## src/rtl/spi_reg_bank.sv

```systemverilog
// SPI register bank: rw + address + data frames, MSB first, resynchronised into clk.
// Writes commit on nCS rise after exactly FRAME bits; reads shift out on the falling sCLK edges.
module spi_reg_bank #(
  parameter int ADDR_W   = 7,
  parameter int DATA_W   = 8,
  parameter int NUM_REGS = 5
) (
  input  logic                       clk,
  input  logic                       rst,
  input  logic                       sCLK,
  input  logic                       nCS,
  input  logic                       COPI,
  output logic                       CIPO,
  output logic                       cipo_oe,
  output logic [NUM_REGS*DATA_W-1:0] regs_flat,
  output logic                       wr_strobe,
  output logic [ADDR_W-1:0]          wr_addr,
  output logic                       frame_err
);
  localparam int FRAME = 1 + ADDR_W + DATA_W;
  localparam int CNT_W = $clog2(FRAME + 2);
  localparam logic [CNT_W-1:0] C_FRAME     = CNT_W'(FRAME);
  localparam logic [CNT_W-1:0] C_SAT       = CNT_W'(FRAME + 1);
  localparam logic [CNT_W-1:0] C_LAST_ADDR = CNT_W'(ADDR_W);
  localparam logic [CNT_W-1:0] C_DATA_LO   = CNT_W'(1 + ADDR_W);
  localparam logic [ADDR_W:0]  C_NREGS     = (ADDR_W + 1)'(NUM_REGS);

  typedef enum logic [2:0] {S_IDLE, S_CMD, S_ADDR, S_DATA_WR, S_DATA_RD} state_t;
  state_t r_state, w_state_nxt;

  logic [2:0]        r_sclk_sync, r_ncs_sync;
  logic [1:0]        r_copi_sync;
  logic [CNT_W-1:0]  r_cnt;
  logic              r_rw;
  logic [ADDR_W-1:0] r_addr, r_wr_addr;
  logic [DATA_W-1:0] r_data, r_rd_sr, w_rd_val;
  logic [DATA_W-1:0] r_regs [NUM_REGS];
  logic              r_wr_strobe, r_frame_err;
  logic              w_sclk_rise, w_sclk_fall, w_ncs_rise, w_ncs_fall;
  logic              w_sclk_rise_v, w_sclk_fall_v, w_copi, w_commit, w_oe;
  logic [ADDR_W-1:0] w_addr_nxt;
  logic [DATA_W-1:0] w_data_nxt;

  // Stage [1] is the synchronised level, stage [2] the one-clk-delayed copy for edge detection.
  assign w_sclk_rise   = r_sclk_sync[1] & ~r_sclk_sync[2];
  assign w_sclk_fall   = ~r_sclk_sync[1] & r_sclk_sync[2];
  assign w_ncs_rise    = r_ncs_sync[1] & ~r_ncs_sync[2];
  assign w_ncs_fall    = ~r_ncs_sync[1] & r_ncs_sync[2];
  assign w_sclk_rise_v = w_sclk_rise & ~r_ncs_sync[1];
  assign w_sclk_fall_v = w_sclk_fall & ~r_ncs_sync[1];
  assign w_copi        = r_copi_sync[1];
  assign w_addr_nxt    = ADDR_W'({r_addr, w_copi});
  assign w_data_nxt    = DATA_W'({r_data, w_copi});
  assign w_commit      = w_ncs_rise && (r_cnt == C_FRAME) && r_rw && ({1'b0, r_addr} < C_NREGS);

  // Unimplemented addresses fall through to zero.
  always_comb begin
    w_rd_val = '0;
    for (int i = 0; i < NUM_REGS; i++) begin
      if (w_addr_nxt == ADDR_W'(i)) w_rd_val = r_regs[i];
    end
  end

  always_ff @(posedge clk) begin
    if (rst) begin
      r_sclk_sync <= '0;
      r_ncs_sync  <= '1;
      r_copi_sync <= '0;
      r_cnt       <= '0;
      r_rw        <= 1'b0;
      r_addr      <= '0;
      r_data      <= '0;
      r_rd_sr     <= '0;
      r_wr_strobe <= 1'b0;
      r_frame_err <= 1'b0;
      r_wr_addr   <= '0;
      for (int i = 0; i < NUM_REGS; i++) r_regs[i] <= '0;
    end else begin
      r_sclk_sync <= {r_sclk_sync[1:0], sCLK};
      r_ncs_sync  <= {r_ncs_sync[1:0], nCS};
      r_copi_sync <= {r_copi_sync[0], COPI};
      r_wr_strobe <= w_commit;
      r_frame_err <= w_ncs_rise && (r_cnt != C_FRAME) && (r_cnt != '0);
      if (w_commit) begin
        r_wr_addr <= r_addr;
        for (int i = 0; i < NUM_REGS; i++) begin
          if (r_addr == ADDR_W'(i)) r_regs[i] <= r_data;
        end
      end
      if (w_ncs_fall) begin
        r_cnt   <= '0;
        r_rw    <= 1'b0;
        r_addr  <= '0;
        r_data  <= '0;
        r_rd_sr <= '0;
      end else if (w_sclk_rise_v) begin
        if (r_cnt != C_SAT) r_cnt <= r_cnt + CNT_W'(1);
        if (r_cnt == '0) r_rw <= w_copi;
        else if (r_cnt <= C_LAST_ADDR) r_addr <= w_addr_nxt;
        else if (r_cnt < C_FRAME) r_data <= w_data_nxt;
        if (r_cnt == C_LAST_ADDR) r_rd_sr <= w_rd_val;
      end else if (w_sclk_fall_v && (r_cnt > C_DATA_LO) && (r_cnt < C_FRAME)) begin
        r_rd_sr <= r_rd_sr << 1;
      end
    end
  end

  always_ff @(posedge clk) begin
    if (rst) r_state <= S_IDLE;
    else     r_state <= w_state_nxt;
  end

  always_comb begin
    w_state_nxt = r_state;
    if (w_ncs_rise) begin
      w_state_nxt = S_IDLE;
    end else begin
      case (r_state)
        S_IDLE:  if (w_ncs_fall) w_state_nxt = S_CMD;
        S_CMD:   if (w_sclk_rise_v) w_state_nxt = S_ADDR;
        S_ADDR:  if (w_sclk_rise_v && (r_cnt == C_LAST_ADDR)) w_state_nxt = r_rw ? S_DATA_WR : S_DATA_RD;
        default: w_state_nxt = r_state;
      endcase
    end
  end

  always_comb begin
    w_oe    = (r_state == S_DATA_RD);
    cipo_oe = w_oe;
    CIPO    = w_oe & r_rd_sr[DATA_W-1];
  end

  for (genvar g = 0; g < NUM_REGS; g++) begin : g_flat
    assign regs_flat[g*DATA_W +: DATA_W] = r_regs[g];
  end

  assign wr_strobe = r_wr_strobe;
  assign wr_addr   = r_wr_addr;
  assign frame_err = r_frame_err;
endmodule

```

## config.mk

```make
export PLATFORM = sky130hd
export DESIGN_NAME = spi_reg_bank
export DESIGN_NICKNAME = d
export VERILOG_FILES = /design/src/rtl/spi_reg_bank.sv
export SDC_FILE = /design/constraint.sdc
export NUM_CORES = 1
export LEC_CHECK = 0
export ABC_CLOCK_PERIOD_IN_PS = 5000
export BUFFER_PORTS_ARGS = -buffer_cell sky130_fd_sc_hd__buf_2
export CAP_MARGIN = 0
export CORE_MARGIN = 3
export CORE_UTILIZATION = 45
export CTS_BUF_LIST = sky130_fd_sc_hd__clkbuf_4 sky130_fd_sc_hd__clkbuf_8 sky130_fd_sc_hd__clkbuf_16
export CTS_CLUSTER_DIAMETER = 80
export DETAILED_ROUTE_END_ITERATION = 10
export PLACE_DENSITY = 0.64
export SKIP_CTS_REPAIR_TIMING = 1
export SKIP_LAST_GASP = 1
export SLEW_MARGIN = 10
export SYNTH_ARGS = -nofsm -noshare
export SYNTH_HDL_FRONTEND = slang
export SYNTH_SLANG_ARGS = --single-unit
```

## constraint.sdc

```tcl
create_clock -name clk -period 5 [get_ports clk]
set_input_delay 0.5 -clock clk [delete_from_list [all_inputs] [get_ports clk]]
set_output_delay 0.5 -clock clk [all_outputs]
set_load 0.01 [all_outputs]
```

==> summary.txt, run 1 <==
Routing
  – Post-route ant nets: 0
  – First-pass iteration count of the detailed router: 5
  – Vias: roughly 2,700
  – Post-DR wirelength/cell: 17.7 um
  – Initial DRC count: 190
  – # DRC: 0
  – DR vias/cell: approximately 5.6
  – Total Routed Length: 8420 um

CTS
  – Clk slew on worst S/H paths: roughly 90 ps
  – CTS tree: yes
  – Root buffer cell: clkbuf_8
  – Clk_lat worst skew: 370 ps
  – Clk sinks: 89
  – H-Tree Depth: 3
  – Clock buffer depth: 2
  – TritonCTS buffer count: 9

Die
  – Starting Density: about 47%
  – Num rows: 32
  – Die X: approximately 97 um
  – Die area: between 9000 and 10,000 um2
  – Core Box Area: between 7000 and 8000 um2
  – Die height: between 90 and 100 um
  – I/O Pins: 56

Power
  – Net Sw Frac: 24.3%
  – Clock power frac: 37.5%
  – Sequential share of power: 57.3%
  – Net switching power: ~0.00034 W
  – Worst IR drop on VDD: approximately 0.15 mV
  – Total internal power: 0.00105 W
  – LEAKAGE: around 1.5 nW
  – Comb power frac: about 5.1%
  – PD cells: 324 nW/um2

Synthesis
  – Primary FF master, synth: dfxtp_1
  – Count leader, synth: dfxtp_1
  – Async SR Flop Fraction: 0%
  – Cells after Synth: 319
  – Area contributors post-synth: edfxtp_1 (32%), dfxtp_1 (26%), a32oi_1 (3.3%)
  – Yosys reg bits: slightly below 90
  – Most frequent cells after synthesis: dfxtp_1 (49), edfxtp_1 (40), nand3_1 (18)
  – Post-synth EDFFs: 40
  – Area share of the largest cell type after synthesis: between 30% and 40%
  – Total number of yosys warnings: 0
  – Sequential area share after synthesis: between 50% and 60%
  – Syn Area/Cell: around 12 um2
  – Syn nets: ~330
  – Mapped Area: around 3800 um2
  – Cell taking the most area after synthesis: edfxtp_1
  – Unique masters post-synth: between 50 and 60

STA
  – Max frequency: ~450 MHz
  – Setup tns final: 0 ps
  – Setup violators final: 0
  – Worst-margin pin slew: 729 ps
  – Final Hold Fails: 0
  – Period minus WS final: between 2000 and 2500 ps
  – Setup Skew: a little over 20 ps
  – Max transition margin: 51.3%
  – RSZ-0062 raised after global routing: no
  – Final Slew Violations: 0
  – Final period util: between 40% and 50%

Placed design
  – Placed insts: about 460
  – I/O Buffers: 55
  – Final HPWL DP: about 5900 um
  – Routability Congestion: around 0.83

Global route
  – Overall Global Routing Usage: 18.0%
  – Largest net degree at the start of global routing: 26
  – Initial antenna violation count: 0
  – GRT Residual Overflow: 0
  – Grt met3 use: under 10%
  – Vias in the first global route: between 2,000 and 3,000
  – GRT busiest layer: met2
  – M2 GR Usage: between 20% and 30%
  – Grt met1 use: 24.4%
  – First-pass GRT wire length: around 13,000 um

Cells and area
  – Non-Filler Instances: ~480
  – Filler cells: around 710
  – Diode count: 0
  – P&R area growth vs syn: 13.8%
  – Layout cells sized above 1: around 29%
  – Final net count: around 380

Critical path
  – Critical Path AT: around 2500 ps
  – Slowest CP cell: dfxtp_1
  – Crit-path leading delay family: flip-flops
  – Buffers & Inverters on Critical Path: 0
  – Max incr delay on CP: approximately 800 ps
  – Crit. End Element: flop
  – CP Class: reg -> reg
  – Crit-path cells: nor2b_1 > a221oi_1 > a2111o_1 > mux2i_1
  – Worst Path Max Fanout: 17
  – Worst Path Required: approximately 5300 ps
  – Startpoint Class: flop

Outcome
  – Outcome: finished, final reports clean

Flow run
  – Max Cap Viol: 0

Min path
  – Worst Hold Class: in -> reg
## area by class of cell
cell class              instances  area, um2  share of cell area [%]
clock buffers                   9        124                    2.90
clock inverters                 7       85.1                    1.99
inverters                       8       30.0                   0.703
multi-input cells             204       1440                    33.7
flip-flops and latches         89       2180                    51.1
well taps                     102        128                    2.99
repair buffers                 56        283                    6.62
## power groups by stage
stage / clock network [W] / registers (W) / logic (W)
detailed placement: 0 / 0.000810 / 0.0000716
global route: 0.000564 / 0.000795 / 0.0000765
CTS: 0.000528 / 0.000793 / 0.0000717
global placement: 0 / 0.000809 / 0.0000708
floorplan: 0 / 0.000814 / 0.0000350
finish: 0.000519 / 0.000793 / 0.0000711
## through the flow
| step | cell area, um2 | total power, W | setup WS [ps] | util [%] | hold WS [ps] |
|---|---|---|---|---|---|
| 2_1_floorplan | 3750 | 0.000849 | 3220 | - | 389 |
| 3_3_place_gp | 4060 | 0.000880 | 2920 | 51.2 | 396 |
| 3_5_place_dp | 4060 | 0.000881 | 2850 | 51.2 | 400 |
| 4_1_cts | 4270 | 0.00139 | 2810 | 53.9 | 314 |
| 5_1_grt | 4270 | 0.00144 | 2630 | 53.9 | 327 |
| 6_report | 4270 | 0.00138 | 2780 | 53.9 | 327 |
## cell usage in the layout (no fill, tap or decap), drive strengths merged, types with 3 or more instances in the layout
| master | n |
|---|---|
| mux2 | 9 |
| and2 | 13 |
| mux2i | 3 |
| o21ai | 17 |
| nor3b | 4 |
| nand3 | 19 |
| nor3 | 3 |
| o31ai | 3 |
| nand2b | 3 |
| dfxtp | 49 |
| o21a | 8 |
| clkbuf | 9 |
| nor2 | 16 |
| buf | 56 |
| nand4 | 4 |
| ha | 3 |
| nor2b | 16 |
| inv | 12 |
| a31oi | 3 |
| edfxtp | 40 |
| a21oi | 13 |
| nand2 | 17 |
| a32oi | 14 |
| or2 | 4 |
| o221a | 7 |
## sequential cells by signal (all words and copies together), names as in the netlist
name and count:
r_rw 1, r_copi_sync 2, r_regs 40, r_cnt 5, r_data 8, wr_addr 7, frame_err 1, r_sclk_sync 3
r_state 3, r_ncs_sync 3, wr_strobe 1, r_addr 7, r_rd_sr 8
## worst paths after layout
kind,start,end,slack (ps),depth (start not counted)
worst max-delay path,r_addr[0]$_SDFFE_PP0P_,r_rd_sr[0]$_SDFFE_PP0P_,2780,4
worst min-delay path,nCS,r_ncs_sync[0]$_SDFF_PP1_,330,2
worst max register to register,r_addr[0]$_SDFFE_PP0P_,r_rd_sr[0]$_SDFFE_PP0P_,2780,4
worst min register to register,r_ncs_sync[0]$_SDFF_PP1_,r_ncs_sync[1]$_SDFF_PP1_,420,1
## metal layers
| metal | vias up | wire length (um) |
|---|---|---|
| met4 | 0 | 82 |
| met2 | 64 | 4110 |
| li1 | 1291 | - |
| met5 | - | 0 |
| met1 | 1293 | 3820 |
| met3 | 7 | 406 |
## worst register-to-register path, cell delays in order, from the launching register on
cell	delay, ps
dfxtp_1	800
nor2b_1	630
a221oi_1	180
a2111o_1	420
mux2i_1	130
## logic make-up after synthesis
kind of cell	Yosys count	share of synthesized area (%)
AND/OR/NAND/NOR	109	17.3
flip-flops	89	58.2
AO/OA/AOI/OAI	77	15.9
buffers and inverters	26	3.47
multiplexers	12	3.50
XOR/XNOR	3	0.700
adder cells (fa/ha/maj)	3	1.00
Note: power is estimated with default switching activity, not from simulation.
==> inputs of run 2 (changes only) <==
- ABC_CLOCK_PERIOD_IN_PS: 5000 -> 1900
- PLACE_DENSITY: 0.64 -> 0.67
- clock period: 5 -> 1.9 ns (I/O delays scaled with it)
==> run 2 against run 1 <==
  * Hold slack got worse by 290 ps
  * Power increased to 2.6 times the previous value
  * Flip-flop and latch count unchanged
  * Clock power rose to 2.6 times the previous value
  * Sequential power grew to 2.6 times the previous value
  * Clock-buffer cell count up 5
  * Global-route usage increased by 0.30 points
  * Fmax increased by 21%
  * Design area is 8.1% higher
  * First-iteration DRC count grew 1.1%
  * Die area did not move
  * Critical endpoint is now r_regs[0][3]$_DFFE_PP_
==> summary.txt, run 2 (synthesized netlist as in run 1, its figures left out) <==
Outcome
  – Outcome: finished, final reports clean (unchanged)

Cells and area
  – Filler cells: 693 (was 714)
  – Largest Register: r_regs (unchanged)
  – Most common cell after layout, fill and taps aside: buf_2 (unchanged)
  – Diode count: 0 (unchanged)
  – Layout cells sized above 1: 36.1% (was 28.7%)
  – Max reg flops: 40 (unchanged)
  – Biggest regs: r_regs: 40 flops, r_data: 8 flops, r_rd_sr: 8 flops (unchanged)
  – P&R area growth vs syn: 23.1% (was 13.8%)
  – Final net count: 410 (was 376)
  – Final Cell Area: 4620 um2 (was 4270 um2)
  – Most frequent cells in the layout: buf_2 (55), dfxtp_1 (49), edfxtp_1 (40) (unchanged)

Critical path
  – Startpoint Class: flop (unchanged)
  – Crit-path cells: inv_2 > ha_4 > nor3b_4 > nand4_1 > buf_4 > nor3_4 > buf_4 > and2_1 (was nor2b_1 > a221oi_1 > a2111o_1 > mux2i_1)
  – Slowest CP cell: dfxtp_1 (unchanged)
  – CP Class: reg -> reg (unchanged)
  – Worst Path Max Fanout: 5 (was 17)
  – Worst Path Required: 2090 ps (was 5290 ps)
  – Worst R2R Path Depth: 8 (was 4)
  – Most used cell, CP: buf_4
  – Crit. End Element: flop (unchanged)
  – Critical Path AT: 2020 ps (was 2510 ps)
  – Max incr delay on CP: 330 ps (was 800 ps)

STA
  – Worst-margin pin slew: 510 ps (was 729 ps)
  – Final period util: 96.5% (was 44.4%)
  – Max frequency: 545 MHz (was 450 MHz)
  – Final Hold Fails: 0 (unchanged)
  – Setup violators final: 0 (unchanged)
  – Worst hold slack: 33.6 ps (was 327 ps)
  – Max transition margin: 66.0% (was 51.3%)
  – Period minus WS final: 1830 ps (was 2220 ps)
  – Final Slew Violations: 0 (unchanged)
  – Setup Skew: 7.91 ps (was 20.5 ps)

Power
  – PD cells: 788 nW/um2 (was 324 nW/um2)
  – Worst IR drop on VDD: 0.348 mV (was 0.155 mV)
  – LEAKAGE: 1.74 nW (was 1.54 nW)

Routing
  – Vias: 2,811 (was 2,655)
  – DR vias/cell: 5.52 (was 5.59)
  – Initial DRC count: 192 (was 190)
  – Total Routed Length: 8630 um (was 8420 um)
  – Post-DR wirelength/cell: 17.0 um (was 17.7 um)
  – # DRC: 0 (unchanged)
  – First-pass iteration count of the detailed router: 4 (was 5)
  – Post-route ant nets: 0 (unchanged)

Global route
  – First-pass GRT wire length: 13,800 um (was 13,500 um)
  – Initial antenna violation count: 0 (unchanged)
  – Vias in the first global route: 2,700 (was 2,500)
  – GRT Residual Overflow: 0 (unchanged)
  – Largest net degree at the start of global routing: 36 (was 26)
  – Overall Global Routing Usage: 18.3% (was 18.0%)

Placed design
  – Final HPWL DP: 6340 um (was 5920 um)
  – I/O Buffers: 55 (unchanged)
  – Routability Congestion: 0.892 (was 0.825)
  – Placement Cell Area: 4330 um2 (was 4060 um2)

Die
  – Die X: 97.3 um (unchanged)
  – Die height: 97.3 um (unchanged)
  – Core Box Area: 7930 um2 (unchanged)
  – Die area: 9470 um2 (unchanged)
  – I/O Pins: 56 (unchanged)
  – Num rows: 32 (unchanged)
  – Starting Density: 47.3% (unchanged)

Min path
  – Worst Hold Class: in -> reg (unchanged)
  – Hold depth: 2 (unchanged)

CTS
  – H-Tree Depth: 3 (unchanged)
  – Clk sinks: 89 (unchanged)
  – Clk slew on worst S/H paths: 80 ps (was 90 ps)
  – Clk_lat worst skew: 340 ps (was 370 ps)
  – Root buffer cell: clkbuf_8 (unchanged)
  – TritonCTS buffer count: 9 (unchanged)
  – CTS tree: yes (unchanged)
  – Clock buffer depth: 2 (unchanged)

Flow run
  – Max Cap Viol: 0 (unchanged)
## run 2: changes by cell type in the layout (fill, tap and decap cells not counted), sizes merged
| cell | change |
|---|---|
| buf | +34 |
| inv | -4 |
| clkinvlp | +1 |
| clkbuf | +5 |
| clkinv | -2 |
## run 2: final timing paths
kind | from | to | slack [ps]
worst min register to register | r_ncs_sync[0]$_SDFF_PP1_ | r_ncs_sync[1]$_SDFF_PP1_ | 410
worst max register to register | r_cnt[1]$_SDFFE_PP0P_ | r_regs[0][3]$_DFFE_PP_ | 70
worst min-delay path | nCS | r_ncs_sync[0]$_SDFF_PP1_ | 30
worst max-delay path | r_cnt[1]$_SDFFE_PP0P_ | r_regs[0][3]$_DFFE_PP_ | 70
## run 2: layout make-up
cell class	instances	area [um2]	share of cell area, %
Clock buffer	14	179	3.87
Clock inverter	2	37.5	0.813
Inverter	8	30.0	0.650
Multi-Input combinational cell	204	1470	31.9
Sequential cell	89	2180	47.2
Tap cell	102	128	2.76
Timing Repair Buffer	90	588	12.7
## run 2: stage by stage
stage | instances | TNS (ps) | total power (W) | setup WS (ps) | utilization [%]
after floorplan | 319 | 0 | 0.00223 | 116 | -
after global placement | 488 | 0 | 0.00234 | 7.86 | 54.6
after detailed placement | 488 | -493 | 0.00234 | -62.0 | 54.6
after CTS | 504 | -698 | 0.00366 | -79.6 | 57.4
after global routing | 509 | -1220 | 0.00376 | -59.6 | 58.3
final | 509 | 0 | 0.00364 | 66.0 | 58.3
## run 2: worst max-delay path, delay by kind of cell, from the launching register on
family	cells	cell delay, ps
and+or+nand+nor	4	760
buffers and inverters	3	440
DFF	1	330
adders and majority gates	1	140
## run 2: power by group
group / switching [W] / internal [W] / total, W
sequential: 0.0000336 / 0.00205 / 0.00208
clock: 0.000597 / 0.000748 / 0.00134
combinational: 0.000122 / 0.0000934 / 0.000215
## run 2: per-layer routing
metal	wire length, um	vias to the layer above	track usage, %
met3	433	17	3.37
met5	0	-	0
li1	-	1360	-
met1	3830	1356	24.2
met2	4170	78	29.5
met4	197	0	7.77
==> inputs of run 3 (changes only) <==
- ABC_AREA: default -> 1
==> run 3 against run 2 <==
  * Area after synthesis is 2.5% higher
  * First-iteration DRC count is 17% lower
  * Critical path depth is 2 lower
  * Routed wire length is 0.21% higher
  * Fmax is 1.9% higher
  * Flip-flop and latch count stayed put
  * Non-clock buffer count is 23 lower
  * Synthesized cell count is 27% higher
  * Design area is 2.1% lower
  * Critical path type unchanged
  * Critical endpoint is now r_regs[0][25]$_DFFE_PP_
==> summary.txt, run 3 <==
Power
  – Comb power frac: 10.4% (was 5.9%)
  – PD cells: 854 nW/um2 (was 788 nW/um2)
  – Worst IR drop on VDD: 0.708 mV (was 0.348 mV)
  – Total internal power: 0.00275 W (was 0.00289 W)
  – Power, Total: 0.00386 W (was 0.00364 W)
  – Clock power frac: 34.0% (was 36.9%)
  – Net Sw Frac: 28.9% (was 20.7%)
  – Net switching power: 0.00111 W (was 0.000752 W)
  – LEAKAGE: 1.88 nW (was 1.74 nW)
  – Sequential share of power: 55.6% (was 57.2%)

Synthesis
  – Area contributors post-synth: edfxtp_1 (31%), dfxtp_1 (26%), nand3_1 (7.2%) (was edfxtp_1 (32%), dfxtp_1 (26%), a32oi_1 (3.3%))
  – Most frequent cells after synthesis: nand3_1 (55), dfxtp_1 (49), edfxtp_1 (40) (was dfxtp_1 (49), edfxtp_1 (40), nand3_1 (18))
  – Mapped Area: 3840 um2 (was 3750 um2)
  – Unique masters post-synth: 33 (was 55)
  – Yosys reg bits: 89 (unchanged)
  – Sequential area share after synthesis: 56.8% (was 58.2%)
  – Syn Area/Cell: 9.49 um2 (was 11.8 um2)
  – Cell taking the most area after synthesis: edfxtp_1 (unchanged)
  – Primary FF master, synth: dfxtp_1 (unchanged)
  – Syn nets: 413 (was 327)
  – Area share of the largest cell type after synthesis: 31.2% (was 32.0%)
  – Cells after Synth: 405 (was 319)
  – Post-synth EDFFs: 40 (unchanged)
  – Count leader, synth: nand3_1 (was dfxtp_1)
  – Total number of yosys warnings: 0 (unchanged)
  – Async SR Flop Fraction: 0% (unchanged)

STA
  – Setup violators final: 0 (unchanged)
  – Max transition margin: 70.7% (was 66.0%)
  – Final Slew Violations: 0 (unchanged)
  – Final Hold Fails: 0 (unchanged)
  – Period minus WS final: 1800 ps (was 1830 ps)
  – Setup ws final: 100 ps (was 66.0 ps)
  – Worst-margin pin slew: 440 ps (was 510 ps)
  – Setup Skew: 12.5 ps (was 7.91 ps)
  – Final period util: 94.7% (was 96.5%)
  – Max frequency: 556 MHz (was 545 MHz)

Global route
  – Grt met1 use: 25.4% (was 24.2%)
  – Grt met3 use: 4.10% (was 3.37%)
  – Largest net degree at the start of global routing: 33 (was 36)
  – First-pass GRT wire length: 14,100 um (was 13,800 um)
  – GRT Residual Overflow: 0 (unchanged)
  – Initial antenna violation count: 0 (unchanged)
  – M2 GR Usage: 28.1% (was 29.5%)
  – Vias in the first global route: 2,816 (was 2,700)
  – GRT busiest layer: met2 (unchanged)
  – Overall Global Routing Usage: 18.3% (about the same)

Cells and area
  – P&R area growth vs syn: 17.6% (was 23.1%)
  – Area of the multi-input gates: 1460 um2 (was 1470 um2)
  – Final Cell Area: 4520 um2 (was 4620 um2)
  – Sequential Area: 2180 um2 (about the same)
  – Most frequent cells in the layout: nand3_1 (55), buf_2 (55), dfxtp_1 (47) (was buf_2 (55), dfxtp_1 (49), edfxtp_1 (40))
  – Layout cells sized above 1: 30.4% (was 36.1%)
  – Final net count: 477 (was 410)
  – Final core occ: 54.7% (was 58.3%)
  – Biggest regs: r_regs: 40 flops, r_data: 8 flops, r_rd_sr: 8 flops (unchanged)
  – Largest Register: r_regs (unchanged)
  – Max reg flops: 40 (unchanged)
  – Non-Filler Instances: 579 (was 509)
  – Filler cells: 757 (was 693)
  – Diode count: 0 (unchanged)

Routing
  – First-pass iteration count of the detailed router: 5 (was 4)
  – Post-DR wirelength/cell: 14.9 um (was 17.0 um)
  – Vias: 3,027 (was 2,811)
  – Post-route ant nets: 0 (unchanged)
  – DR vias/cell: 5.23 (was 5.52)
  – # DRC: 0 (unchanged)
  – Total Routed Length: 8650 um (was 8630 um)
  – Initial DRC count: 160 (was 192)

CTS
  – H-Tree Depth: 3 (unchanged)
  – Clk_lat worst skew: 360 ps (was 340 ps)
  – CTS tree: yes (unchanged)
  – Clk sinks: 89 (unchanged)
  – Root buffer cell: clkbuf_8 (unchanged)
  – Clk slew on worst S/H paths: 100 ps (was 80 ps)
  – Clock buffer depth: 2 (unchanged)
  – TritonCTS buffer count: 9 (unchanged)

Die
  – Die area: 9690 um2 (was 9470 um2)
  – Die X: 98.4 um (was 97.3 um)
  – Die height: 98.4 um (was 97.3 um)
  – Num rows: 33 (was 32)
  – Starting Density: 46.6% (was 47.3%)
  – I/O Pins: 56 (unchanged)
  – Core Box Area: 8260 um2 (was 7930 um2)

Flow run
  – Max Cap Viol: 0 (unchanged)

Critical path
  – Crit. End Element: flop (unchanged)
  – Worst Path Required: 1940 ps (was 2090 ps)
  – Worst Path Max Fanout: 8 (was 5)
  – Critical Path AT: 1840 ps (was 2020 ps)
  – CP Class: reg -> reg (unchanged)
  – Startpoint Class: flop (unchanged)
  – Worst R2R Path Depth: 6 (was 8)

Placed design
  – Final HPWL DP: 6540 um (was 6340 um)
  – Placed insts: 561 (was 488)
  – Placement Cell Area: 4220 um2 (was 4330 um2)
  – I/O Buffers: 55 (unchanged)
  – Place WS: 2.97 ps (was -62.0 ps)
  – Routability Congestion: 0.854 (was 0.892)

Min path
  – Hold depth: 2 (unchanged)
  – Worst Hold Class: in -> reg (unchanged)

Outcome
  – Outcome: finished, final reports clean (unchanged)
[run 3: layout make-up]
class	count	share of cell area, %
inverter	45	3.79
multi-input combinational	257	32.4
sequential	89	48.3
timing repair buffer	67	8.08
tap	105	2.91
clock buffer	9	2.74
clock inverter	7	1.80
[run 3: cells by family after synthesis]
group           count (synthesis)  synth area share, %
buf+inv                        59                 7.16
compound gates                 91                 13.5
simple gates                  163                 21.6
flops                          89                 56.8
fa+ha+maj                       3                0.976
[run 3: path summary, 6_finish.rpt]
check                             from                   endpoint  slack [ps]
max              r_cnt[1]$_SDFFE_PP0P_    r_regs[0][25]$_DFFE_PP_         100
min reg2reg  r_sclk_sync[0]$_SDFF_PP0_  r_sclk_sync[1]$_SDFF_PP0_         410
min                                nCS   r_ncs_sync[0]$_SDFF_PP1_           8
max reg2reg      r_cnt[1]$_SDFFE_PP0P_    r_regs[0][25]$_DFFE_PP_         100
[run 3: worst max-delay path, stage by stage (launching register included)]
cell	delay, ps
dfxtp_2	350
inv_2	90
ha_4	150
nand2_1	100
nor4_4	280
nand2_4	180
o21ai_4	340
[run 3: metal layers]
metal  vias up  routed length (um)
li1       1518                   -
met1      1405                3910
met2        89                4040
met3        15                 540
met4         0                 161
met5         -                   0
[run 3: through the flow]
stage          hold slack, ps  TNS (ps)
2_1_floorplan             294         0
4_1_cts                 -5.71      -108
6_report                 8.27         0
5_1_grt                 0.465      -129
3_5_place_dp              379         0
3_3_place_gp              377         0
[run 3: power by group through the flow]
| stage | clock network (W) | registers, W | logic, W |
|---|---|---|---|
| 2_1_floorplan | 0 | 0.00219 | 0.000265 |
| 3_3_place_gp | 0 | 0.00219 | 0.000388 |
| 3_5_place_dp | 0 | 0.00219 | 0.000397 |
| 4_1_cts | 0.00134 | 0.00215 | 0.000399 |
| 5_1_grt | 0.00141 | 0.00216 | 0.000463 |
| 6_report | 0.00131 | 0.00215 | 0.000402 |
